===== src/rtl/mc_pkg.sv =====
// Shared encodings for the multi-cycle MIPS controller: states, opcodes,
// ALU operation codes and datapath select values.
package mc_pkg;

   localparam int unsigned STATE_W = 4;
   localparam int unsigned ALUOP_W = 3;

   typedef enum logic [STATE_W-1:0] {
      StFetch  = 4'd0,
      StDecode = 4'd1,
      StExec   = 4'd2,
      StMemRd  = 4'd3,
      StMemWr  = 4'd4,
      StWbAlu  = 4'd5,
      StWbMem  = 4'd6,
      StBranch = 4'd7,
      StJump   = 4'd8
   } state_e;

   localparam logic [5:0] OpRtype = 6'b000000;
   localparam logic [5:0] OpOri   = 6'b001101;
   localparam logic [5:0] OpLui   = 6'b001111;
   localparam logic [5:0] OpLw    = 6'b100011;
   localparam logic [5:0] OpSw    = 6'b101011;
   localparam logic [5:0] OpBeq   = 6'b000100;
   localparam logic [5:0] OpJ     = 6'b000010;

   localparam logic [5:0] FnAddu  = 6'b100001;
   localparam logic [5:0] FnSubu  = 6'b100011;

   localparam logic [ALUOP_W-1:0] AluAnd = 3'b000;
   localparam logic [ALUOP_W-1:0] AluOr  = 3'b001;
   localparam logic [ALUOP_W-1:0] AluAdd = 3'b010;
   localparam logic [ALUOP_W-1:0] AluSub = 3'b011;

   localparam logic [1:0] PcSrcAlu    = 2'b00;
   localparam logic [1:0] PcSrcAluOut = 2'b01;
   localparam logic [1:0] PcSrcJump   = 2'b10;

   localparam logic [1:0] ASelPc   = 2'b00;
   localparam logic [1:0] ASelRs   = 2'b01;
   localparam logic [1:0] ASelZero = 2'b10;

   localparam logic [1:0] BSelRt    = 2'b00;
   localparam logic [1:0] BSelFour  = 2'b01;
   localparam logic [1:0] BSelImm   = 2'b10;
   localparam logic [1:0] BSelImmSh = 2'b11;

   localparam logic [1:0] ExtZero = 2'b00;
   localparam logic [1:0] ExtSign = 2'b01;
   localparam logic [1:0] ExtLui  = 2'b10;

endpackage


===== src/rtl/mc_alu_dec.sv =====
// Opcode/funct decoder: ALU operation for the EXEC cycle and the
// unsupported-instruction flag used in DECODE.
module mc_alu_dec
   import mc_pkg::*;
(
   input  logic [5:0]         opcode,
   input  logic [5:0]         funct,
   output logic [ALUOP_W-1:0] alu_op,
   output logic               illegal
);

   always_comb begin
      alu_op  = AluAnd;
      illegal = 1'b0;
      case (opcode)
         OpRtype: begin
            case (funct)
               FnAddu:  alu_op = AluAdd;
               FnSubu:  alu_op = AluSub;
               default: illegal = 1'b1;
            endcase
         end
         OpOri, OpLui: alu_op = AluOr;
         OpLw, OpSw:   alu_op = AluAdd;
         OpBeq:        alu_op = AluSub;
         OpJ:          alu_op = AluAnd;
         default:      illegal = 1'b1;
      endcase
   end

endmodule


===== src/rtl/mc_ctrl.sv =====
// Multi-cycle MIPS control FSM. Optional MC_PERF_CNT_EN adds free-running
// cycle and retired-instruction counters.
module mc_ctrl
   import mc_pkg::*;
(
   input  logic               clk,
   input  logic               rst_n,
   input  logic [5:0]         opcode,
   input  logic [5:0]         funct,
   input  logic               zero,
   input  logic               mem_ready,
   output logic               pc_we,
   output logic [1:0]         pc_src,
   output logic               ir_we,
   output logic               mem_re,
   output logic               mem_we,
   output logic               mem_addr_sel,
   output logic               rf_we,
   output logic               rf_dst_sel,
   output logic               rf_wd_sel,
   output logic [1:0]         alu_a_sel,
   output logic [1:0]         alu_b_sel,
   output logic [1:0]         ext_op,
   output logic [ALUOP_W-1:0] ALU_operation,
   output logic               instr_done,
   output logic               illegal,
   output logic [STATE_W-1:0] state
`ifdef MC_PERF_CNT_EN
   ,
   output logic [31:0]        cycle_cnt,
   output logic [31:0]        instr_cnt
`endif
);

   state_e             state_q, state_d;
   logic [ALUOP_W-1:0] dec_alu_op;
   logic               dec_illegal;

   mc_alu_dec u_alu_dec (
      .opcode  (opcode),
      .funct   (funct),
      .alu_op  (dec_alu_op),
      .illegal (dec_illegal)
   );

   always_ff @(posedge clk or negedge rst_n) begin
      if (!rst_n) state_q <= StFetch;
      else        state_q <= state_d;
   end

   assign state = state_q;

   // Fields a state does not name are held at 0.
   always_comb begin
      state_d       = state_q;
      pc_we         = 1'b0;
      pc_src        = PcSrcAlu;
      ir_we         = 1'b0;
      mem_re        = 1'b0;
      mem_we        = 1'b0;
      mem_addr_sel  = 1'b0;
      rf_we         = 1'b0;
      rf_dst_sel    = 1'b0;
      rf_wd_sel     = 1'b0;
      alu_a_sel     = ASelPc;
      alu_b_sel     = BSelRt;
      ext_op        = ExtZero;
      ALU_operation = AluAnd;
      instr_done    = 1'b0;
      illegal       = 1'b0;

      case (state_q)
         StFetch: begin
            mem_re        = 1'b1;
            alu_b_sel     = BSelFour;
            ALU_operation = AluAdd;
            ir_we         = mem_ready;
            pc_we         = mem_ready;
            if (mem_ready) state_d = StDecode;
         end
         StDecode: begin
            // Branch target is computed speculatively into ALUOut.
            alu_b_sel     = BSelImmSh;
            ext_op        = ExtSign;
            ALU_operation = AluAdd;
            if (dec_illegal) begin
               illegal = 1'b1;
               state_d = StFetch;
            end else begin
               case (opcode)
                  OpBeq:   state_d = StBranch;
                  OpJ:     state_d = StJump;
                  default: state_d = StExec;
               endcase
            end
         end
         StExec: begin
            ALU_operation = dec_alu_op;
            case (opcode)
               OpRtype: begin
                  alu_a_sel = ASelRs;
                  alu_b_sel = BSelRt;
                  state_d   = StWbAlu;
               end
               OpOri: begin
                  alu_a_sel = ASelRs;
                  alu_b_sel = BSelImm;
                  ext_op    = ExtZero;
                  state_d   = StWbAlu;
               end
               OpLui: begin
                  alu_a_sel = ASelZero;
                  alu_b_sel = BSelImm;
                  ext_op    = ExtLui;
                  state_d   = StWbAlu;
               end
               OpLw, OpSw: begin
                  alu_a_sel = ASelRs;
                  alu_b_sel = BSelImm;
                  ext_op    = ExtSign;
                  state_d   = (opcode == OpLw) ? StMemRd : StMemWr;
               end
               default: state_d = StFetch;
            endcase
         end
         StMemRd: begin
            mem_re       = 1'b1;
            mem_addr_sel = 1'b1;
            if (mem_ready) state_d = StWbMem;
         end
         StMemWr: begin
            mem_we       = 1'b1;
            mem_addr_sel = 1'b1;
            if (mem_ready) begin
               instr_done = 1'b1;
               state_d    = StFetch;
            end
         end
         StWbAlu: begin
            rf_we      = 1'b1;
            rf_dst_sel = (opcode == OpRtype);
            instr_done = 1'b1;
            state_d    = StFetch;
         end
         StWbMem: begin
            rf_we      = 1'b1;
            rf_wd_sel  = 1'b1;
            instr_done = 1'b1;
            state_d    = StFetch;
         end
         StBranch: begin
            alu_a_sel     = ASelRs;
            alu_b_sel     = BSelRt;
            ALU_operation = AluSub;
            pc_src        = PcSrcAluOut;
            pc_we         = zero;
            instr_done    = 1'b1;
            state_d       = StFetch;
         end
         StJump: begin
            pc_src     = PcSrcJump;
            pc_we      = 1'b1;
            instr_done = 1'b1;
            state_d    = StFetch;
         end
         default: state_d = StFetch;
      endcase

      // Outputs are quiet for the whole time reset is asserted.
      if (!rst_n) begin
         pc_we         = 1'b0;
         pc_src        = PcSrcAlu;
         ir_we         = 1'b0;
         mem_re        = 1'b0;
         mem_we        = 1'b0;
         mem_addr_sel  = 1'b0;
         rf_we         = 1'b0;
         rf_dst_sel    = 1'b0;
         rf_wd_sel     = 1'b0;
         alu_a_sel     = ASelPc;
         alu_b_sel     = BSelRt;
         ext_op        = ExtZero;
         ALU_operation = AluAnd;
         instr_done    = 1'b0;
         illegal       = 1'b0;
      end
   end

`ifdef MC_PERF_CNT_EN
   logic [31:0] cycle_cnt_q, instr_cnt_q;

   always_ff @(posedge clk or negedge rst_n) begin
      if (!rst_n) begin
         cycle_cnt_q <= '0;
         instr_cnt_q <= '0;
      end else begin
         cycle_cnt_q <= cycle_cnt_q + 32'd1;
         if (instr_done) instr_cnt_q <= instr_cnt_q + 32'd1;
      end
   end

   assign cycle_cnt = cycle_cnt_q;
   assign instr_cnt = instr_cnt_q;
`endif

endmodule


===== config.mk =====
export PLATFORM = sky130hd
export DESIGN_NAME = mc_ctrl
export DESIGN_NICKNAME = d
export VERILOG_FILES = /design/src/rtl/mc_pkg.sv /design/src/rtl/mc_alu_dec.sv /design/src/rtl/mc_ctrl.sv
export SDC_FILE = /design/constraint.sdc
export NUM_CORES = 1
export LEC_CHECK = 0
export ABC_AREA = 1
export ABC_CLOCK_PERIOD_IN_PS = 1250
export CAP_MARGIN = 20
export CORE_UTILIZATION = 35
export CTS_CLUSTER_DIAMETER = 60
export DETAILED_ROUTE_END_ITERATION = 10
export PLACE_DENSITY = 0.83
export SETUP_SLACK_MARGIN = 0.2
export SYNTH_ARGS = -nofsm -noshare
export SYNTH_HDL_FRONTEND = slang
export SYNTH_HIERARCHICAL = 1
export SYNTH_SLANG_ARGS = --single-unit

===== constraint.sdc =====
create_clock -name clk -period 1.25 [get_ports clk]
set_input_delay 0.25 -clock clk [delete_from_list [all_inputs] [get_ports clk]]
set_output_delay 0.25 -clock clk [all_outputs]
set_load 0.005 [all_outputs]

==> results summary, run 1 <==
The flow did not finish. The last stage the flow got to is 5_1_grt. The tool reported: "[ERROR DPL-0038] Utilization greater than 100%, impossible to legalize".

The cell count after placement came out at 241. After the last repair the worst path ends at a primary output. The number of levels in the clock H-tree came out at 1. The count of buffers from port buffering is 39. The number of clock sinks seen by CTS is 4. The standard-cell row count is 16.

The vertical die dimension came out at 49.35 um. In this run the horizontal extent of the chip is 49.35 um. The boundary pin count came out at 41. The share of synthesized area spent on multiplexers came out at 0%. The top cell type's share of synthesized area came out at 15.79%. The number of enable flip-flop cells after synthesis came out at 0. After synthesis, the largest family of logic cells by area is simple AND/OR/NAND/NOR gates. By area the synthesized netlist is led by sky130_fd_sc_hd__nand2_1 (16%), sky130_fd_sc_hd__dfrtp_1 (13%), sky130_fd_sc_hd__nand3_1 (11%), sky130_fd_sc_hd__nor2_1 (11%), sky130_fd_sc_hd__inv_1 (10%). The cell area that synthesis handed to floorplanning was 784.5 um^2. Of all cell types, the one taking the most synthesized area is sky130_fd_sc_hd__nand2_1. The post-synthesis share of cell area spent on xor and xnor gates came out at 0%. When the netlist entered floorplanning its net count stood at 160.

At the end of routability-driven placement, the weighted congestion stood at 0.8920. The flip-flop and latch count after synthesis is 4. The effective utilization at floorplan is 38.42%.

The worst slack at placement came out at -1.069 ns. Yosys instantiated no cell more often than sky130_fd_sc_hd__nand2_1. The unique cell type count in the Yosys netlist is 25. The fraction of the yosys area taken by sequential cells came out at 12.76%.

In the synthesized netlist the dominant register cell turns out to be sky130_fd_sc_hd__dfrtp_1. The number of buffers created by CTS is 3. The number of warnings printed during yosys synthesis came out at 6.

The arithmetic-cell share of the synthesized area counting full adders, half adders and majority gates came out at 0%. The complex-gate fraction of the synthesized area came out at 7.496%. The number of buffers between clock root and the deepest sink came out at 2. The pin count of the biggest net entering global routing came out at 10.

The instance count of the mapped netlist came out at 144. The HPWL after detailed placement came out at 2.338 mm. The fraction of synthesis flops using an asynchronous set or reset pin is 100.0%. Ranked by instance count, the synthesized netlist is headed by sky130_fd_sc_hd__nand2_1 (33), sky130_fd_sc_hd__nor2_1 (22), sky130_fd_sc_hd__inv_1 (21), sky130_fd_sc_hd__nand3_1 (18), sky130_fd_sc_hd__nor2_2 (6). In the global-route stage, repair_timing last flagged the worst endpoint as ext_op[1]. The root buffer cell chosen for the clock tree is sky130_fd_sc_hd__clkbuf_4.

The area fraction in and, or, nand and nor cells after synthesis came out at 65.87%. The average size of a mapped cell came out at 5.448 um^2.
==> repair_timing <==
| action | CTS |
|---|---|
| pin swaps | 36 |
| setup endpoints to repair | 28 |
| resized for setup | 204 |
| hold buffers | 0 |
| setup buffers | 23 |
==> cell families after synthesis <==
kind of cell	count (synthesis)
flip-flops	4
AND/OR/NAND/NOR	103
buffers and inverters	27
AO/OA/AOI/OAI	9
other	1
==> through the flow <==
step	hold WS [ns]	instance area, um^2
after floorplan	-0.04559	825.8
after detailed placement	0.5727	1485
after CTS	0.3191	1854
after global placement	0.5620	1485
==> run 2: changes to the inputs <==
- ABC_CLOCK_PERIOD_IN_PS: 1250 -> 1600
- CORE_UTILIZATION: 35 -> 20
- CTS_CLUSTER_DIAMETER: 60 -> default
- PLACE_DENSITY: 0.83 -> default
- PLACE_DENSITY_LB_ADDON: default -> 0.15
- SETUP_SLACK_MARGIN: 0.2 -> default
- clock period: 1.25 -> 1.6 ns (I/O delays scaled with it)
==> run 2 against run 1 <==
  * The flow now finishes, with violations (setup timing)
  * Synthesized area stayed put
  * Synthesized cell count stayed put
==> results summary, run 2 <==
The worst hold slack after final layout is 0.2215 ns. The number of clock sinks seen by CTS is 4 (unchanged). Ranking of synthesized cells by area: sky130_fd_sc_hd__nand2_1 (16%), sky130_fd_sc_hd__dfrtp_1 (13%), sky130_fd_sc_hd__nand3_1 (11%), sky130_fd_sc_hd__nor2_1 (11%), sky130_fd_sc_hd__inv_1 (10%) (unchanged). The signal on the critical path passes through buf_6, buf_6, nor3_4, nor2_1, a31oi_1, buf_2. The fraction of synthesis flops using an asynchronous set or reset pin is 100.0% (unchanged). The vertical die dimension is 64.63 um (was 49.35 um). The standard cell core area is 0.003716 mm^2. In this design, the largest share of critical-path delay is due to flip-flops. The number of warnings printed during yosys synthesis is 6 (unchanged). The total count of max-transition violations in the final report came out at 0.

The maximum net fanout on the critical path came out at 3. The flip-flop and latch count after synthesis is 4 (unchanged). The CTS tree is yes. The number of antenna cells inserted is 0. The number of buffers created by CTS came out at 3 (unchanged). The required time of the worst setup path came out at 1.28 ns. The length of the first detailed-routing pass in iterations came out at 4.

The standard-cell row count came to 22 (was 16). The cell occurring most often along the worst timing path is sky130_fd_sc_hd__buf_6. The critical path in this run is classified as register to output port.

The register with the most flip-flops in the layout has 4 of them. The count of buffers from port buffering is 39 (unchanged). The synthesized net count came out at 160 (unchanged). The cell area after synthesis is 784.5 um^2 (unchanged). The average size of a mapped cell is 5.448 um^2 (unchanged).

The boundary pin count was 41 (unchanged). Data arrives at the worst endpoint at 1.53 ns. The die width was 64.63 um (was 49.35 um). The total leakage power is 0.001018 uW. The unique cell type count in the Yosys netlist is 25 (unchanged). The vias per cell is 4.460. The worst-case register-to-register setup slack is 0.07 ns. The most critical setup path has its endpoint at instr_done. The clock insertion delay at the later pin of the skew report came out at 0.21 ns. The floorplan step defined a die boundary enclosing 0.004177 mm^2. The total power divided by cell area came out at 803.1 mW/mm^2. Measured in cells, the most critical reg-to-reg path has a length of 10. Post-synth top cells: sky130_fd_sc_hd__nand2_1 (33), sky130_fd_sc_hd__nor2_1 (22), sky130_fd_sc_hd__inv_1 (21), sky130_fd_sc_hd__nand3_1 (18), sky130_fd_sc_hd__nor2_2 (6) (unchanged). The final weighted congestion of routability-driven global placement is 0.7791 (was 0.8920). The worst setup path is launched from a register. Together, buffers and inverters on the worst path number 3. Leaving out fill and tap cells, the most frequent cells in the layout are sky130_fd_sc_hd__buf_4 (44), sky130_fd_sc_hd__nand2_1 (25), sky130_fd_sc_hd__buf_2 (20). The number of fill cells is 349. For this run the aggregate overflow at the end of global routing stands at 0.

The most frequent cell after synthesis is sky130_fd_sc_hd__nand2_1 (unchanged). The all-layer global routing usage came out at 17.64%. The startpoint identified for the worst register-to-register timing path is state[3]$_DFFE_PN0P_. Setup repair after global routing could not meet its margin everywhere. In the finished design, the share of the clock period the worst path needs comes to 115.4%. The count of routing violations after the opening detailed-route iteration came out at 58. The sort of element at the end of the critical path is an output port. The number of global-route vias before repair is 1,325. The number of levels in the clock H-tree came out at 1 (unchanged). The HPWL after detailed placement came out at 2.351 mm (was 2.338 mm).

The instance count of the mapped netlist is 144 (unchanged). In this run the critical register-to-register path is captured at state[0]$_DFFE_PN0P_. Static timing analysis puts the maximum clock frequency at 541.6 MHz.

The main flop type after synthesis is sky130_fd_sc_hd__dfrtp_1 (unchanged). The final wirelength came out at 3.576 mm. The cell taking the most area after synthesis is sky130_fd_sc_hd__nand2_1 (unchanged). The number of buffers between clock root and the deepest sink is 2 (unchanged). The first element of the critical path is state[2]$_DFFE_PN0P_. The worst path in the final design needs a cycle of 1.847 ns, including I/O delays and setup. The initial antenna violation count came out at 0.

Setup slack on the critical path of the routed design comes to -0.2465 ns. Across the VDD grid, the largest voltage drop is 533.5 uV. Across the routed clock network, the largest skew measured is 0.0007717 ns.

The library cell used most frequently in the layout, excluding fill and tap cells, is sky130_fd_sc_hd__buf_4. Status: finished, violations left (was aborted with a tool error). Among all stages on the critical path, the largest delay is contributed by sky130_fd_sc_hd__dfrtp_2.

The final number of setup-violating endpoints is 17. The final reports fail on setup timing. The number of nets with antenna violations after routing is 0. The number of enable flip-flop cells after synthesis came out at 0 (unchanged). The count of endpoints failing hold in the final timing report is 0. The path class of the tightest hold or removal check is primary input to asynchronous set/reset pin. The effective utilization at floorplan is 21.11% (was 38.42%). The post-place instance area is 0.001509 mm^2 (was 0.001485 mm^2). The worst slack at placement is -0.8115 ns (was -1.069 ns). The fraction of the yosys area taken by sequential cells is 12.76% (unchanged). The pin count of the biggest net entering global routing is 10. The master cell of the clock root buffer is sky130_fd_sc_hd__clkbuf_8 (was sky130_fd_sc_hd__clkbuf_4). The total number of cells along the worst setup path is 6. On the worst path, the slowest cell contributes a delay of 0.45 ns. The cell area after layout came out at 0.001934 mm^2. The number of remaining DRC errors is 0.

At the end of the flow, the number of nets in the layout was 261. The detailed-route via count came out at 1,298. The first global-routing pass estimated 5.761 mm of wire. Max-cap violations in this run came to 0.

The number of buffers added to fix hold violations after cts came out at 0 (unchanged). The clock slew seen by the registers of the worst setup and hold paths came out at 0.03 ns. The wire length per cell after detailed routing is 12.29 um. The share of layout cells above drive strength 1 is 65.84%. The top cell type's share of synthesized area was 15.79% (unchanged). The area growth from synthesis to layout came out at 146.6%.
## run 2: cell counts after synthesis
Identical to the previous run, type by type.
## run 2: how the worst min path moves through the flow
stage | cells past startpoint | startpoint | slack (ns) | end
CTS | 2 | rst_n | 0.21 | state[0]$_DFFE_PN0P_
detailed placement | 2 | rst_n | 0.63 | state[0]$_DFFE_PN0P_
global placement | 2 | rst_n | 0.63 | state[0]$_DFFE_PN0P_
floorplan | 0 | rst_n | 0.02 | state[0]$_DFFE_PN0P_
global route | 2 | rst_n | 0.24 | state[2]$_DFFE_PN0P_
finish | 2 | rst_n | 0.22 | state[2]$_DFFE_PN0P_
## run 2: cell type report
cell class	instances	area, um^2	share of cell area (%)
clock buffer	3	41.29	2.135
inverter	25	111.4	5.757
multi-input combinational	113	840.8	43.47
sequential	4	105.1	5.433
tap	48	60.06	3.105
timing repair buffer	98	775.7	40.10
## run 2: kinds of logic (layout without fill, tap and decap cells)
| family | Yosys count | after routing | synth area share (%) |
|---|---|---|---|
| other cells | 1 | 1 | 0.4780 |
| compound gates | 9 | 9 | 7.495 |
| flops | 4 | 4 | 12.76 |
| simple gates | 103 | 103 | 65.87 |
| buf+inv | 27 | 126 | 13.40 |
## run 2: timing repair
action | in CTS | in global routing
cloned | 0 | 0
setup buffers | 24 | 5
endpoints found under the setup margin | 25 | 25
resized for setup | 162 | 42
pin swaps | 38 | 33
## run 2: routing by layer
layer  vias to the layer above  global-route usage, %  share of wire (%)
met5                         -                      0                  0
met2                        23                  31.71                 51
met1                       617                  21.37                 45
met3                         2                  2.289                2.8
met4                         0                  5.833               0.62
li1                        656                      -                  -
## run 2: through the flow
step | setup TNS [ns] | instances | utilization [%] | power, uW
after floorplan | 0 | 144 | - | 437.9
after global placement | -13.91 | 267 | 40.61 | 900.0
after detailed placement | -13.92 | 267 | 40.61 | 903.7
after CTS | -2.288 | 291 | 50.24 | 1404
after global routing | -3.164 | 291 | 52.05 | 1646
final | -2.247 | 291 | 52.05 | 1553
## run 2: power by group
| part | total [uW] | switching [uW] | leakage, uW | internal [uW] |
|---|---|---|---|---|
| clock | 201 | 41.9 | 0.0000216 | 159 |
| combinational | 1170 | 574 | 0.000949 | 596 |
| sequential | 182 | 54.9 | 0.0000477 | 127 |
| total | 1550 | 671 | 0.00102 | 882 |
No activity file was read; power rests on OpenSTA's default activity.
